===== config.mk =====
export PLATFORM = sky130hd
export DESIGN_NAME = alu_cmd_sequencer
export DESIGN_NICKNAME = d
export VERILOG_FILES = /design/src/rtl/alu_cmd_sequencer.sv
export SDC_FILE = /design/constraint.sdc
export NUM_CORES = 1
export LEC_CHECK = 0
export CAP_MARGIN = 30
export CORE_MARGIN = 8
export CORE_UTILIZATION = 45
export CTS_BUF_LIST = sky130_fd_sc_hd__clkbuf_8
export DETAILED_ROUTE_END_ITERATION = 16
export DONT_BUFFER_PORTS = 1
export GPL_TIMING_DRIVEN = 0
export RECOVER_POWER = 25
export SLEW_MARGIN = 20
export SYNTH_ARGS = -nofsm -noshare
export SYNTH_HDL_FRONTEND = slang
export SYNTH_SLANG_ARGS = --single-unit

===== constraint.sdc =====
create_clock -name clk -period 2.67 [get_ports clk]
set_input_delay 0.534 -clock clk [delete_from_list [all_inputs] [get_ports clk]]
set_output_delay 0.534 -clock clk [all_outputs]
set_load 0.01 [all_outputs]

===== src/rtl/alu_cmd_sequencer.sv =====
// alu_cmd_sequencer: queues {opcode, a, b} commands, issues them one at a time
// to a registered 4-bit ALU, captures the ALU result/flags and returns them on
// a valid/ready response port. Illegal opcodes are answered without issue.
module alu_cmd_sequencer #(
    parameter int DEPTH = 4,   // command FIFO entries, power of 2, >= 2
    parameter int PTR_W = 2    // log2(DEPTH)
) (
    input  logic             clk,
    input  logic             rst_n,
    // command port
    input  logic             cmd_valid,
    output logic             cmd_ready,
    input  logic [3:0]       cmd_opcode,
    input  logic [3:0]       cmd_a,
    input  logic [3:0]       cmd_b,
    // ALU pins
    output logic [7:0]       alu_ab,
    output logic [3:0]       alu_opcode,
    input  logic [7:0]       alu_result,
    input  logic [1:0]       alu_flags,
    // response port
    output logic             rsp_valid,
    input  logic             rsp_ready,
    output logic [7:0]       rsp_result,
    output logic             rsp_carry,
    output logic             rsp_overflow,
    output logic             rsp_div0,
    output logic             rsp_illegal,
    // status
    output logic [PTR_W:0]   fifo_level,
    output logic             busy
);

    localparam logic [PTR_W:0] L_DEPTH  = DEPTH[PTR_W:0];
    localparam logic [3:0]     OP_DIV   = 4'd3;
    localparam logic [3:0]     OP_LAST  = 4'd8;   // highest legal opcode

    typedef struct packed {
        logic [3:0] op;
        logic [3:0] a;
        logic [3:0] b;
    } cmd_t;

    typedef enum logic [1:0] {
        S_IDLE,
        S_DRIVE,
        S_CAPTURE,
        S_HOLD
    } state_t;

    // ------------------------------------------------------------------
    // Command FIFO
    // ------------------------------------------------------------------
    cmd_t             r_mem [0:DEPTH-1];
    logic [PTR_W-1:0] r_wr_ptr;
    logic [PTR_W-1:0] r_rd_ptr;
    logic [PTR_W:0]   r_count;

    logic             w_full;
    logic             w_empty;
    logic             w_push;
    logic             w_pop;
    cmd_t             w_head;
    logic             w_head_legal;

    // Ready depends only on the registered count, so a pop in the same
    // cycle never opens the door for a push into a full FIFO.
    assign w_full       = (r_count == L_DEPTH);
    assign w_empty      = (r_count == '0);
    assign w_push       = cmd_valid && !w_full;
    assign w_head       = r_mem[r_rd_ptr];
    assign w_head_legal = (w_head.op <= OP_LAST);

    // FIFO storage: written on every accepted push, no reset needed
    always_ff @(posedge clk) begin
        if (w_push) begin
            r_mem[r_wr_ptr] <= cmd_t'{op: cmd_opcode, a: cmd_a, b: cmd_b};
        end
    end

    // FIFO pointers and occupancy; pointers wrap naturally at DEPTH
    always_ff @(posedge clk or negedge rst_n) begin
        if (!rst_n) begin
            r_wr_ptr <= '0;
            r_rd_ptr <= '0;
            r_count  <= '0;
        end else begin
            if (w_push) r_wr_ptr <= r_wr_ptr + 1'b1;
            if (w_pop)  r_rd_ptr <= r_rd_ptr + 1'b1;
            case ({w_push, w_pop})
                2'b10:   r_count <= r_count + 1'b1;
                2'b01:   r_count <= r_count - 1'b1;
                default: r_count <= r_count;
            endcase
        end
    end

    // ------------------------------------------------------------------
    // Issue FSM
    // ------------------------------------------------------------------
    state_t r_state;
    state_t w_state_nxt;
    logic   w_issue;     // load ALU pins from the head entry
    logic   w_reject;    // answer an illegal opcode directly
    logic   w_capture;   // latch the ALU's registered result
    logic   w_release;   // response handshake completes

    logic       r_rsp_valid;
    logic [7:0] r_alu_ab;
    logic [3:0] r_alu_opcode;

    // State register
    always_ff @(posedge clk or negedge rst_n) begin
        if (!rst_n) begin
            r_state <= S_IDLE;
        end else begin
            r_state <= w_state_nxt;
        end
    end

    // Next-state and per-cycle control strobes
    always_comb begin
        w_state_nxt = r_state;
        w_pop       = 1'b0;
        w_issue     = 1'b0;
        w_reject    = 1'b0;
        w_capture   = 1'b0;
        w_release   = 1'b0;
        case (r_state)
            S_IDLE: begin
                if (!w_empty && !r_rsp_valid) begin
                    w_pop = 1'b1;
                    if (w_head_legal) begin
                        w_issue     = 1'b1;
                        w_state_nxt = S_DRIVE;
                    end else begin
                        w_reject    = 1'b1;
                        w_state_nxt = S_HOLD;
                    end
                end
            end
            // ALU samples the operands at the end of this cycle
            S_DRIVE: begin
                w_state_nxt = S_CAPTURE;
            end
            // ALU output register now holds this command's result
            S_CAPTURE: begin
                w_capture   = 1'b1;
                w_state_nxt = S_HOLD;
            end
            S_HOLD: begin
                if (r_rsp_valid && rsp_ready) begin
                    w_release   = 1'b1;
                    w_state_nxt = S_IDLE;
                end
            end
            default: begin
                w_state_nxt = S_IDLE;
            end
        endcase
    end

    // ------------------------------------------------------------------
    // ALU drive registers: hold the last issued command between issues
    // ------------------------------------------------------------------

    // Load operands/opcode when a legal command is popped
    always_ff @(posedge clk or negedge rst_n) begin
        if (!rst_n) begin
            r_alu_ab     <= '0;
            r_alu_opcode <= '0;
        end else if (w_issue) begin
            r_alu_ab     <= {w_head.a, w_head.b};
            r_alu_opcode <= w_head.op;
        end
    end

    // ------------------------------------------------------------------
    // Response registers: fields persist after handshake, only valid drops
    // ------------------------------------------------------------------
    logic [7:0] r_rsp_result;
    logic       r_rsp_carry;
    logic       r_rsp_overflow;
    logic       r_rsp_div0;
    logic       r_rsp_illegal;
    logic       w_div0;

    // Divide-by-zero is judged from the issued copy, not the FIFO head
    assign w_div0 = (r_alu_opcode == OP_DIV) && (r_alu_ab[3:0] == 4'd0);

    // Fill the response on capture or reject; drop valid on handshake
    always_ff @(posedge clk or negedge rst_n) begin
        if (!rst_n) begin
            r_rsp_valid    <= 1'b0;
            r_rsp_result   <= '0;
            r_rsp_carry    <= 1'b0;
            r_rsp_overflow <= 1'b0;
            r_rsp_div0     <= 1'b0;
            r_rsp_illegal  <= 1'b0;
        end else if (w_reject) begin
            r_rsp_valid    <= 1'b1;
            r_rsp_result   <= '0;
            r_rsp_carry    <= 1'b0;
            r_rsp_overflow <= 1'b0;
            r_rsp_div0     <= 1'b0;
            r_rsp_illegal  <= 1'b1;
        end else if (w_capture) begin
            r_rsp_valid    <= 1'b1;
            r_rsp_result   <= alu_result;
            r_rsp_carry    <= alu_flags[0];
            r_rsp_overflow <= alu_flags[1];
            r_rsp_div0     <= w_div0;
            r_rsp_illegal  <= 1'b0;
        end else if (w_release) begin
            r_rsp_valid    <= 1'b0;
        end
    end

    // ------------------------------------------------------------------
    // Outputs
    // ------------------------------------------------------------------
    assign cmd_ready    = !w_full;
    assign alu_ab       = r_alu_ab;
    assign alu_opcode   = r_alu_opcode;
    assign rsp_valid    = r_rsp_valid;
    assign rsp_result   = r_rsp_result;
    assign rsp_carry    = r_rsp_carry;
    assign rsp_overflow = r_rsp_overflow;
    assign rsp_div0     = r_rsp_div0;
    assign rsp_illegal  = r_rsp_illegal;
    assign fifo_level   = r_count;
    assign busy         = !w_empty || (r_state != S_IDLE) || r_rsp_valid;

endmodule


==> flow_metrics.py, run 1 <==
metrics = {
    "placement": {
        "placement.io_buffers": 0,
        "dp_cells": 291,
        "place_hpwl_um": 4289,
        "dpl_cell_area_um2": 3467,
        "gp_routability_congestion": 0.7122,
    },
    "cells_and_area": {
        "area_delta_synth_final_pct": 9.618,
        "design_area_um2": 3665,
        "final.fill_count": 613,
        "multi_input_area_um2": 967.2,
        "design.final.nets": 238,
        "stdcell_count": 307,
        "final_layout_size_suffix_gt1_frac": 0.2260,
        "seq_area_um2": 2292,
        "antennaDiodeCount": 0,
    },
    "yosys": {
        "synth_instances": 192,
        "synth_top_area_frac": 0.4311,
        "synth_area_um2": 3343,
        "yosysSeqAreaShare": 0.6856,
        "yosysWarnings": 0,
        "async_s_r_ff_share_synth": 0.4146,
        "synth-edff-count": 48,
        "synth_cell_types": 35,
        "most_area_hungry_cell_type_in_the_yosys_netlist": "edfxtp_1",
        "synthesis.nets": 227,
        "primary_ff_master_synth": "edfxtp_1",
        "syn_avg_cell_area_um2": 17.41,
        "netlist_top_cells_area": "edfxtp_1, dfrtp_1, mux4_2",
        "synth-seq-cells": 82,
    },
    "critical_path": {
        "r2r_cells": 10,
        "crit_path_end_kind": "flop",
        "arrival_ns": 2.74,
        "reg2reg_to": "fifo_level[2]",
        "cp_max_fo": 5,
        "worstSetupStartpointType": "flop",
        "timing.reg2reg.setup_slack_ns": 0.20,
        "critPathKind": "reg -> reg",
        "reg2reg_from": "r_state[1]",
        "critical_path_required_ns": 2.94,
    },
    "global_routing": {
        "gr-total-overflow": 0,
        "number_of_global_route_vias_before_repair": 1781,
        "first_pass_grt_wire_length_um": 9446,
        "number_of_antenna_violations_at_the_first_check_in_global_routing": 0,
        "grt_usage": 0.1254,
        "grt_start_max_net_pins": 35,
    },
    "die": {
        "die_area_um2": 10440,
        "floorplan.die.height_um": 102.2,
        "core_area_um2": 7214,
        "die_x_um": 102.2,
        "placementRows": 31,
        "starting_density_of_the_core": 0.4634,
        "top_level_ports": 56,
    },
    "status": {
        "violated_checks": "max-capacitance violations, max-slew violations",
        "outcome": "complete, but fails checks",
    },
    "worst_hold_path": {
        "min_delay_path_depth": 0,
        "timing.hold.worst_endpoint": "r_mem[3][7]",
        "hold_path.startpoint": "cmd_a[3]",
        "hold_path.class": "in -> reg",
    },
    "route": {
        "ant_nets": 0,
        "drc": 0,
        "vias": 1608,
        "post_drt_wl_per_cell_um": 19.55,
        "drt_wl_total_um": 6003,
        "post_drt_via_cell_ratio": 5.238,
        "detailedRoute.firstIterationViolations": 58,
        "pre_repair_dr_iteration_count": 4,
    },
    "sta": {
        "timing.slew.headroom": -0.1616,
        "final_max_slew_viol_count": 35,
        "totalNegativeSetupSlack_ns": 0,
        "rsz0062_at_grt": "no",
        "hold_violations": 0,
        "finClkSkew_ns": 0.01049,
        "fin_hold_ws_ns": 0.2772,
        "maxClockFrequency_mhz": 404.8,
        "finalWorstPathRequiredPeriod_ns": 2.470,
        "tightest_slew_ns": 1.742,
        "setup_violations": 0,
        "period_share": 0.9251,
    },
    "clock_tree": {
        "cts.path.max_buffers": 2,
        "cts_num_sinks": 82,
        "cell_at_the_root_of_the_clock_tree": "clkbuf_8",
        "tritoncts": "yes",
        "cts_buffers": 9,
        "clkLatencyLatePin_ns": 0.34,
        "clkSlewWorstSetupHoldPaths_ns": 0.09,
        "cts.htree.levels": 3,
        "cts.repair_timing.setup_buffer_count": 0,
    },
    "power": {
        "total_power_mw": 4.273,
        "leakage_nw": 1.425,
        "ir_worst_vdd_uv": 527.4,
        "cellPowerDensity_nw_per_um2": 1166,
    },
    "job": {
        "max-cap-violations": 1,
    },
}
worst max path at each step:
stage / cells past startpoint / slack, ns / from / endpoint
2_1_floorplan: 11 / 0.30 / r_state[0] / fifo_level[2]
3_3_place_gp: 11 / 0.18 / r_state[0] / fifo_level[2]
3_5_place_dp: 11 / 0.08 / r_state[1] / fifo_level[2]
4_1_cts: 11 / 0.06 / r_state[0] / fifo_level[2]
5_1_grt: 10 / 0.04 / r_state[1] / fifo_level[2]
6_report: 10 / 0.20 / r_state[1] / fifo_level[2]
synth_stat cells (4+ instances only):
| library cell | count |
|---|---|
| dfrtp_1 | 34 |
| nor2_1 | 13 |
| mux2_4 | 9 |
| and3_1 | 4 |
| xnor2_1 | 4 |
| inv_1 | 11 |
| mux4_2 | 12 |
| clkbuf_1 | 4 |
| edfxtp_1 | 48 |
| mux2i_1 | 12 |
| ha_1 | 8 |
cell families after synthesis:
logic type / after synthesis / synth area share
multiplexers: 37 / 0.1707
XOR/XNOR: 6 / 0.01572
AND/OR/NAND/NOR: 30 / 0.04379
AO/OA/AOI/OAI: 8 / 0.02246
buffers and inverters: 20 / 0.02582
flip-flops: 82 / 0.6856
adder cells (fa/ha/maj): 9 / 0.03593
flip-flops by register name, indices dropped and copies added (netlist names):
signal / cells
rsp_illegal: 1
r_wr_ptr: 2
r_rd_ptr: 2
r_state: 2
rsp_valid: 1
fifo_level: 3
rsp_result: 8
r_mem: 48
alu_ab: 8
rsp_carry: 1
alu_opcode: 4
rsp_div0: 1
rsp_overflow: 1
layout make-up:
class,count,share of cell area
Clock inverter,7,0.01946
Sequential cell,82,0.6255
Buffer,7,0.01024
Inverter,12,0.01229
Clock buffer,9,0.03380
Timing Repair Buffer,1,0.001024
Tap cell,99,0.03380
Multi-Input combinational cell,90,0.2639
where the power goes:
| part | switching (mW) | total, mW | leakage (nW) | internal (mW) |
|---|---|---|---|---|
| logic | 0.636 | 1.27 | 0.483 | 0.637 |
| clock network | 0.432 | 0.861 | 0.0928 | 0.429 |
| registers | 0.372 | 2.14 | 0.849 | 1.77 |
metrics by stage:
step | utilization | setup slack, ns
2_1_floorplan | - | 0.2989
3_3_place_gp | 0.4806 | 0.1847
3_5_place_dp | 0.4806 | 0.07739
4_1_cts | 0.5104 | 0.06428
5_1_grt | 0.5080 | 0.04174
6_report | 0.5080 | 0.1999
placed cells by master (no fill, tap or decap), types with 2 or more instances in the layout:
cell,count
and3_1,4
buf_2,3
clkbuf_1,4
clkbuf_8,9
clkinv_4,2
clkinvlp_4,2
dfrtp_1,34
edfxtp_1,48
ha_1,7
inv_1,12
mux2_1,2
mux2_2,2
mux2_4,9
mux2i_1,12
mux4_2,12
nand2_1,3
nand3_1,2
nor2_1,13
nor3_1,2
xnor2_1,4
xor2_1,2
timing repair:
item,in CTS,in global routing
setup endpoints to repair,0,1
hold buffers,1,0
gates resized for setup,0,1
endpoints found under the hold margin,34,0
per-layer routing:
metal	share of wire	GRT usage	vias up
li1	-	-	730
met1	0.38	0.1348	807
met2	0.48	0.2004	59
met3	0.12	0.05858	12
met4	0.024	0.06998	0
met5	0	0	-
worst max-delay path, stage by stage, from the launching register on:
cell and delay [ns]:
dfrtp_1 0.41, inv_1 0.09, ha_2 0.21, or3b_2 0.54, inv_2 0.12, ha_1 0.18, inv_1 0.06, fa_1 0.37
xor2_1 0.15, nor2_1 0.11, xor2_1 0.17
No activity file was read; power rests on OpenSTA's default activity.
==> run 2, diff against run 1 <==
--- a/config.mk
+++ b/config.mk
@@ -11,6 +11,7 @@
 export CTS_BUF_LIST = sky130_fd_sc_hd__clkbuf_8
 export DETAILED_ROUTE_END_ITERATION = 16
 export DONT_BUFFER_PORTS = 1
+export GPL_ROUTABILITY_DRIVEN = 0
 export GPL_TIMING_DRIVEN = 0
 export RECOVER_POWER = 25
 export SLEW_MARGIN = 20
==> results of run 2 <==
No change in the layout: final DEF, timing and power equal those of run 1.
